===== config.mk =====
export PLATFORM = sky130hd
export DESIGN_NAME = timing_sequencer_flat
export DESIGN_NICKNAME = d
export VERILOG_FILES = /design/src/rtl/timing_sequencer_if.sv /design/src/rtl/timing_sequencer.sv /design/src/flat_wrapper.sv
export SDC_FILE = /design/constraint.sdc
export NUM_CORES = 1
export LEC_CHECK = 0
export CAP_MARGIN = 20
export CORE_MARGIN = 5
export CORE_UTILIZATION = 25
export DETAILED_ROUTE_END_ITERATION = 10
export GPL_ROUTABILITY_DRIVEN = 0
export PLACE_DENSITY_LB_ADDON = 0.08
export RECOVER_POWER = 25
export SETUP_SLACK_MARGIN = 0.15
export SLEW_MARGIN = 20
export SYNTH_ARGS = -nofsm -noshare
export SYNTH_HDL_FRONTEND = slang
export SYNTH_SLANG_ARGS = --single-unit

===== constraint.sdc =====
create_clock -name clk -period 1.3 [get_ports clk]
set_clock_uncertainty 0.1 [all_clocks]
set_input_delay 0.13 -clock clk [delete_from_list [all_inputs] [get_ports clk]]
set_output_delay 0.13 -clock clk [all_outputs]
set_load 0.02 [all_outputs]

===== src/rtl/timing_sequencer_if.sv =====
// -----------------------------------------------------------------------------
// timing_sequencer_if
//   Bundles the control and status signals of the timing sequencer so that the
//   core and whatever drives it share one port list.
//
//   Control (master -> slave):
//     start      one-cycle request to set the run flip-flop
//     halt       clear run and the sequence counter at the next edge
//     ir_opcode  IR[14:12], sampled at the end of T2
//     ir_i       IR[15] indirect bit, sampled at the end of T2
//     exec_done  execute phase finished; restart at T0
//   Status (slave -> master):
//     run        S flip-flop
//     t_out      one-hot timing T0..T(2**SC_WIDTH-1), all zero while halted
//     d_out      one-hot decode of the latched opcode
//     i_ff       latched indirect bit
//     ar_ld_pc   AR <- PC           (T0)
//     ir_ld      IR <- M[AR]        (T1)
//     pc_inc     PC <- PC + 1       (T1)
//     ar_ld_ir   AR <- IR[11:0]     (T2)
//     ar_ld_mem  AR <- M[AR]        (T3, memory-reference, indirect)
//     exec_en    execute phase active
//     sc_err     sticky: sequence counter wrapped without exec_done
// -----------------------------------------------------------------------------
interface timing_sequencer_if #(
  parameter int SC_WIDTH  = 4,
  parameter int OPC_WIDTH = 3
);
  logic                       start;
  logic                       halt;
  logic [OPC_WIDTH-1:0]       ir_opcode;
  logic                       ir_i;
  logic                       exec_done;

  logic                       run;
  logic [(2**SC_WIDTH)-1:0]   t_out;
  logic [(2**OPC_WIDTH)-1:0]  d_out;
  logic                       i_ff;
  logic                       ar_ld_pc;
  logic                       ir_ld;
  logic                       pc_inc;
  logic                       ar_ld_ir;
  logic                       ar_ld_mem;
  logic                       exec_en;
  logic                       sc_err;

  // Side that issues control and observes status.
  modport master (
    output start, halt, ir_opcode, ir_i, exec_done,
    input  run, t_out, d_out, i_ff, ar_ld_pc, ir_ld, pc_inc,
           ar_ld_ir, ar_ld_mem, exec_en, sc_err
  );

  // The sequencer core.
  modport slave (
    input  start, halt, ir_opcode, ir_i, exec_done,
    output run, t_out, d_out, i_ff, ar_ld_pc, ir_ld, pc_inc,
           ar_ld_ir, ar_ld_mem, exec_en, sc_err
  );
endinterface


===== src/rtl/timing_sequencer.sv =====
// -----------------------------------------------------------------------------
// timing_sequencer
//   Control-unit timing core of the basic computer. Holds the start/stop
//   flip-flop S (as a two-state FSM), the sequence counter SC, the opcode
//   decode register D and the indirect flip-flop I, and produces the one-hot
//   timing vector plus the fetch / decode / indirect register enables.
//
//   Ports:
//     clk    system clock, rising edge
//     reset  asynchronous, active-high; clears all state
//     bus    timing_sequencer_if.slave (control in, timing/enables out)
// -----------------------------------------------------------------------------
module timing_sequencer #(
  parameter int SC_WIDTH  = 4,
  parameter int OPC_WIDTH = 3
) (
  input  logic                 clk,
  input  logic                 reset,
  timing_sequencer_if.slave    bus
);

  localparam int T_W = 2 ** SC_WIDTH;
  localparam int D_W = 2 ** OPC_WIDTH;
  // Highest opcode (all ones) selects register/IO instructions.
  localparam int D_REGIO = D_W - 1;

  typedef enum logic {
    ST_STOP = 1'b0,
    ST_RUN  = 1'b1
  } state_t;

  state_t              state_reg, state_next;
  logic [SC_WIDTH-1:0] sc_reg, sc_next;
  logic [D_W-1:0]      d_reg, d_next;
  logic                i_reg, i_next;
  logic                err_reg, err_next;

  logic                running;
  logic [T_W-1:0]      t_vec;
  logic                sc_at_end;

  assign running   = (state_reg == ST_RUN);
  assign sc_at_end = (sc_reg == {SC_WIDTH{1'b1}});

  // ---------------------------------------------------------------------------
  // State register
  // ---------------------------------------------------------------------------
  always_ff @(posedge clk or posedge reset) begin
    if (reset) begin
      state_reg <= ST_STOP;
      sc_reg    <= '0;
      d_reg     <= '0;
      i_reg     <= 1'b0;
      err_reg   <= 1'b0;
    end else begin
      state_reg <= state_next;
      sc_reg    <= sc_next;
      d_reg     <= d_next;
      i_reg     <= i_next;
      err_reg   <= err_next;
    end
  end

  // ---------------------------------------------------------------------------
  // Next-state logic
  // ---------------------------------------------------------------------------
  always_comb begin
    state_next = state_reg;
    sc_next    = '0;
    d_next     = d_reg;
    i_next     = i_reg;
    err_next   = err_reg;

    unique case (state_reg)
      ST_STOP: begin
        // halt wins over start; SC stays parked at 0 while stopped.
        if (bus.start && !bus.halt) begin
          state_next = ST_RUN;
        end
      end

      ST_RUN: begin
        if (bus.halt) begin
          state_next = ST_STOP;
        end else if (bus.exec_done) begin
          // Also covers an abort during fetch (SC < 3): back to T0 without
          // touching the decode register.
          sc_next = '0;
        end else begin
          sc_next = sc_reg + 1'b1;
          if (sc_at_end) begin
            err_next = 1'b1;
          end
          // Edge ending T2 captures the instruction decode.
          if (sc_reg == SC_WIDTH'(2)) begin
            d_next = D_W'(1) << bus.ir_opcode;
            i_next = bus.ir_i;
          end
        end
      end

      default: begin
        state_next = ST_STOP;
      end
    endcase
  end

  // ---------------------------------------------------------------------------
  // One-hot timing decode: purely from registers, so no input reaches an
  // output combinationally.
  // ---------------------------------------------------------------------------
  generate
    for (genvar gi = 0; gi < T_W; gi++) begin : g_tdec
      assign t_vec[gi] = running && (sc_reg == SC_WIDTH'(gi));
    end
  endgenerate

  assign bus.run       = running;
  assign bus.t_out     = t_vec;
  assign bus.d_out     = d_reg;
  assign bus.i_ff      = i_reg;
  assign bus.sc_err    = err_reg;

  // Fetch and decode enables. T0/T2/T3 are mutually exclusive, so at most
  // one AR load fires in any cycle.
  assign bus.ar_ld_pc  = t_vec[0];
  assign bus.ir_ld     = t_vec[1];
  assign bus.pc_inc    = t_vec[1];
  assign bus.ar_ld_ir  = t_vec[2];
  assign bus.ar_ld_mem = t_vec[3] && !d_reg[D_REGIO] && i_reg;

  // Register/IO instructions execute from T3; memory-reference ones need T3
  // for the indirect cycle and start executing at T4.
  assign bus.exec_en   = running &&
                         ( ( d_reg[D_REGIO] && (sc_reg >= SC_WIDTH'(3))) ||
                           (!d_reg[D_REGIO] && (sc_reg >= SC_WIDTH'(4))) );

endmodule


===== src/flat_wrapper.sv =====
// flat-port wrapper written by rule: the top's interface ports become plain ports
module timing_sequencer_flat 
#(
  parameter int SC_WIDTH  = 4,
  parameter int OPC_WIDTH = 3
)
  (clk, reset, bus_start, bus_halt, bus_ir_opcode, bus_ir_i, bus_exec_done, bus_run, bus_t_out, bus_d_out, bus_i_ff, bus_ar_ld_pc, bus_ir_ld, bus_pc_inc, bus_ar_ld_ir, bus_ar_ld_mem, bus_exec_en, bus_sc_err);
  timing_sequencer_if #(.SC_WIDTH(SC_WIDTH), .OPC_WIDTH(OPC_WIDTH)) bus_i ();
  input  logic clk;
  input  logic reset;
  input wire logic [$bits(bus_i.start)-1:0] bus_start;
  input wire logic [$bits(bus_i.halt)-1:0] bus_halt;
  input wire logic [$bits(bus_i.ir_opcode)-1:0] bus_ir_opcode;
  input wire logic [$bits(bus_i.ir_i)-1:0] bus_ir_i;
  input wire logic [$bits(bus_i.exec_done)-1:0] bus_exec_done;
  output wire logic [$bits(bus_i.run)-1:0] bus_run;
  output wire logic [$bits(bus_i.t_out)-1:0] bus_t_out;
  output wire logic [$bits(bus_i.d_out)-1:0] bus_d_out;
  output wire logic [$bits(bus_i.i_ff)-1:0] bus_i_ff;
  output wire logic [$bits(bus_i.ar_ld_pc)-1:0] bus_ar_ld_pc;
  output wire logic [$bits(bus_i.ir_ld)-1:0] bus_ir_ld;
  output wire logic [$bits(bus_i.pc_inc)-1:0] bus_pc_inc;
  output wire logic [$bits(bus_i.ar_ld_ir)-1:0] bus_ar_ld_ir;
  output wire logic [$bits(bus_i.ar_ld_mem)-1:0] bus_ar_ld_mem;
  output wire logic [$bits(bus_i.exec_en)-1:0] bus_exec_en;
  output wire logic [$bits(bus_i.sc_err)-1:0] bus_sc_err;
  assign bus_i.start = bus_start;
  assign bus_i.halt = bus_halt;
  assign bus_i.ir_opcode = bus_ir_opcode;
  assign bus_i.ir_i = bus_ir_i;
  assign bus_i.exec_done = bus_exec_done;
  assign bus_run = bus_i.run;
  assign bus_t_out = bus_i.t_out;
  assign bus_d_out = bus_i.d_out;
  assign bus_i_ff = bus_i.i_ff;
  assign bus_ar_ld_pc = bus_i.ar_ld_pc;
  assign bus_ir_ld = bus_i.ir_ld;
  assign bus_pc_inc = bus_i.pc_inc;
  assign bus_ar_ld_ir = bus_i.ar_ld_ir;
  assign bus_ar_ld_mem = bus_i.ar_ld_mem;
  assign bus_exec_en = bus_i.exec_en;
  assign bus_sc_err = bus_i.sc_err;
  timing_sequencer #(.SC_WIDTH(SC_WIDTH), .OPC_WIDTH(OPC_WIDTH)) u_core (.clk(clk), .reset(reset), .bus(bus_i));
endmodule

==> reports/qor.yml <==
share_of_synthesized_area_occupied_by_flip_flops_and_latches_pct: 42.98
critical_path.reg2reg.endpoint: "u_core.bus.d_out[0]$_DFFE_PP0P_"
drv.max_cap_violation_count: 0
drive_gt1_share_pct: 69.33
wl_um: 2489
global_route.usage.total_pct: 10.23
totalNegativeSetupSlack_ps: -8037
finalSetupViolCount: 33
syn-instance-count: 82
critical_path.max_fanout: 4
ys_dominant_reg_cell: "dfrtp_1"
tightestPinTransition_ps: 810.4
clockRootBuffer: "clkbuf_4"
initial_core_utilization_pct: 25.97
power_density_nw_per_um2: 525.1
hold_viol: 0
timing.fmax_mhz: 609.9
numClockSinks: 15
slew_violations: 0
ios: 42
place_ws_ps: -489.1
yosysUniqueCellTypes: 21
synth.avg_cell_area_um2: 10.65
post_synth_instance_area_um2: 873.3
setup_slack_ps: -339.6
cts_tree: "done"
clk_path_buf_depth: 2
worst_slew_margin_rel_pct: 45.97
nets: 164
crit_start: "u_core.sc_reg[0]$_DFF_PP0_"
core_area_um2: 3363
first_pass_iters: 2
num_vias: 849
result_of_the_run: "finished, violations left"
row_count: 21
antenna_left: 0
yosys_warnings: 0
worst-r2r-setup-slack_ps: -260
fin_worst_hold_slack_ps: 295.4
final_min_period_over_clock_period_pct: 126.1
synth_largest_area_cell: "dfrtp_1"
worst_hold_path_type: "in2reg"
place.port_buffers: 41
synth_async_sr_flop_share_pct: 100.0
die_w_um: 69.11
syn-num-nets: 95
violations: "negative setup slack"
synth-seq-cells: 15
route.detailed.drc: 0
worstSetupEndpoint: "bus_ar_ld_mem"
grt_pass1_vias: 865
max_ffs_per_register: 8
numCtsBuffers: 3
report.power.total_uw: 913.8
timing.rr.start: "u_core.sc_reg[3]$_DFF_PP0_"
cts_htree_levels: 1
endpoint_type_of_the_worst_setup_path: "output port"
min_period_ps: 1640
unrepaired_setup_endpoints_after_global_routing: "yes"
routed_wire_length_per_instance_um: 12.70
critPathLaunchType: "register"
cts_hold_buf: 0
syn_to_final_growth_pct: 99.28
worst-endpoint-required_ps: 1070
hpwl_um: 1765
dpl-instance-area_um2: 1458
detail_route.vias_per_cell: 4.332
hold_start: "bus_start"
ir_drop_v: 0.0004120
final_design_area_no_fill_um2: 1740
full_die_area_um2: 4776
cellLeakagePower_uw: 0.0008577
setup.worst_path.class: "reg2out"
reg2regPathDepth: 5
clk_transition_reported_paths_ps: 90
synth_edf_count: 0
main_area_contributors_after_synthesis: "dfrtp_1, mux2_2, and2_1"
synth_top_cell_area_share_pct: 42.98
gr-total-overflow: 0
num_antenna_cells: 0
die_height_um: 69.11
drt_first_iter_violations: 8
timing.critical_path.arrival_ps: 1410
antenna_violations_before_repair: 0
maximum_number_of_pins_on_one_net_before_global_route_repair: 16
first_pass_grt_wire_length_um: 4133
clk_latency_ps: 280
-- per-layer routing --
layer,GRT usage [%],routed length (um),share of wire (%)
met4,1.952,8,0.32
met5,0,0,0
met1,12.31,1100,44
met2,17.16,1220,49
met3,4.215,159,6.4
-- cell usage in the layout (no fill, tap or decap), types with 2 or more instances in the layout --
master / instances
dfrtp_1: 12
and2_1: 3
clkbuf_1: 2
ha_4: 4
and2_4: 9
nor3b_1: 3
clkbuf_4: 3
and3_1: 2
buf_6: 41
mux2_4: 2
buf_4: 9
mux2_2: 7
and3_4: 5
and3b_1: 2
nor2_1: 6
nand3_4: 2
buf_2: 9
dfrtp_2: 3
inv_2: 2
nand2_1: 3
clkdlybuf4s50_1: 7
-- worst min-delay path by stage --
stage | to | slack, ps | cells after the start
after floorplan | u_core.bus.d_out[0]$_DFFE_PP0P_ | -70 | 1
after global placement | u_core.bus.sc_err$_DFFE_PP0P_ | 350 | 3
after detailed placement | u_core.bus.d_out[2]$_DFFE_PP0P_ | 350 | 3
after CTS | u_core.bus.d_out[5]$_DFFE_PP0P_ | 40 | 3
after global routing | u_core.bus.run$_DFF_PP0_ | 320 | 3
final | u_core.bus.run$_DFF_PP0_ | 300 | 3
-- logic make-up after synthesis --
kind of cell | after synthesis | synth area share (%)
muxes | 9 | 11.60
buffers and inverters | 8 | 5.300
AOI/OAI and AO/OA | 2 | 1.720
DFF | 15 | 42.98
adders and majority gates | 4 | 5.731
xor gates and xnor gates | 2 | 2.006
and+or+nand+nor | 42 | 30.66
-- per-stage QoR --
stage          cells  utilization [%]
6_report         196            51.75
3_5_place_dp     180            43.34
5_1_grt          196            51.75
3_3_place_gp     180            43.34
4_1_cts          190            47.25
2_1_floorplan     82                -
-- report_power, final --
part           switching (uW)  internal, uW
Combinational            75.6          96.7
Clock                     143           119
Sequential               7.22           472
-- cells in the mapped netlist, types with 2 or more instances --
cell type  instances
and2_1            12
and3_1             7
and3b_1            3
buf_4              4
dfrtp_1           15
ha_1               4
inv_1              3
mux2_2             9
nand2_1            3
nor2_1             8
nor2b_1            2
nor3b_1            3
-- worst max-delay path, cell delays in order (launching register included) --
cell and delay [ps]:
dfrtp_2 460, ha_4 200, and2_4 160, and3b_2 190, buf_6 130
-- area by class of cell --
class	instances	area [um2]
clock buffers	4	26.28
fillers	344	1623
inverters	3	11.26
multi-input cells	60	608.1
flip-flops and latches	15	379.1
well taps	46	57.56
repair buffers	68	658.1
-- repair_timing --
item | CTS | global route
buffers inserted | 6 | 6
cloned | 0 | 1
pin swaps | 9 | 16
endpoints found under the setup margin | 44 | 38
resized for setup | 198 | 30
(Power assumes the default switching activity.)
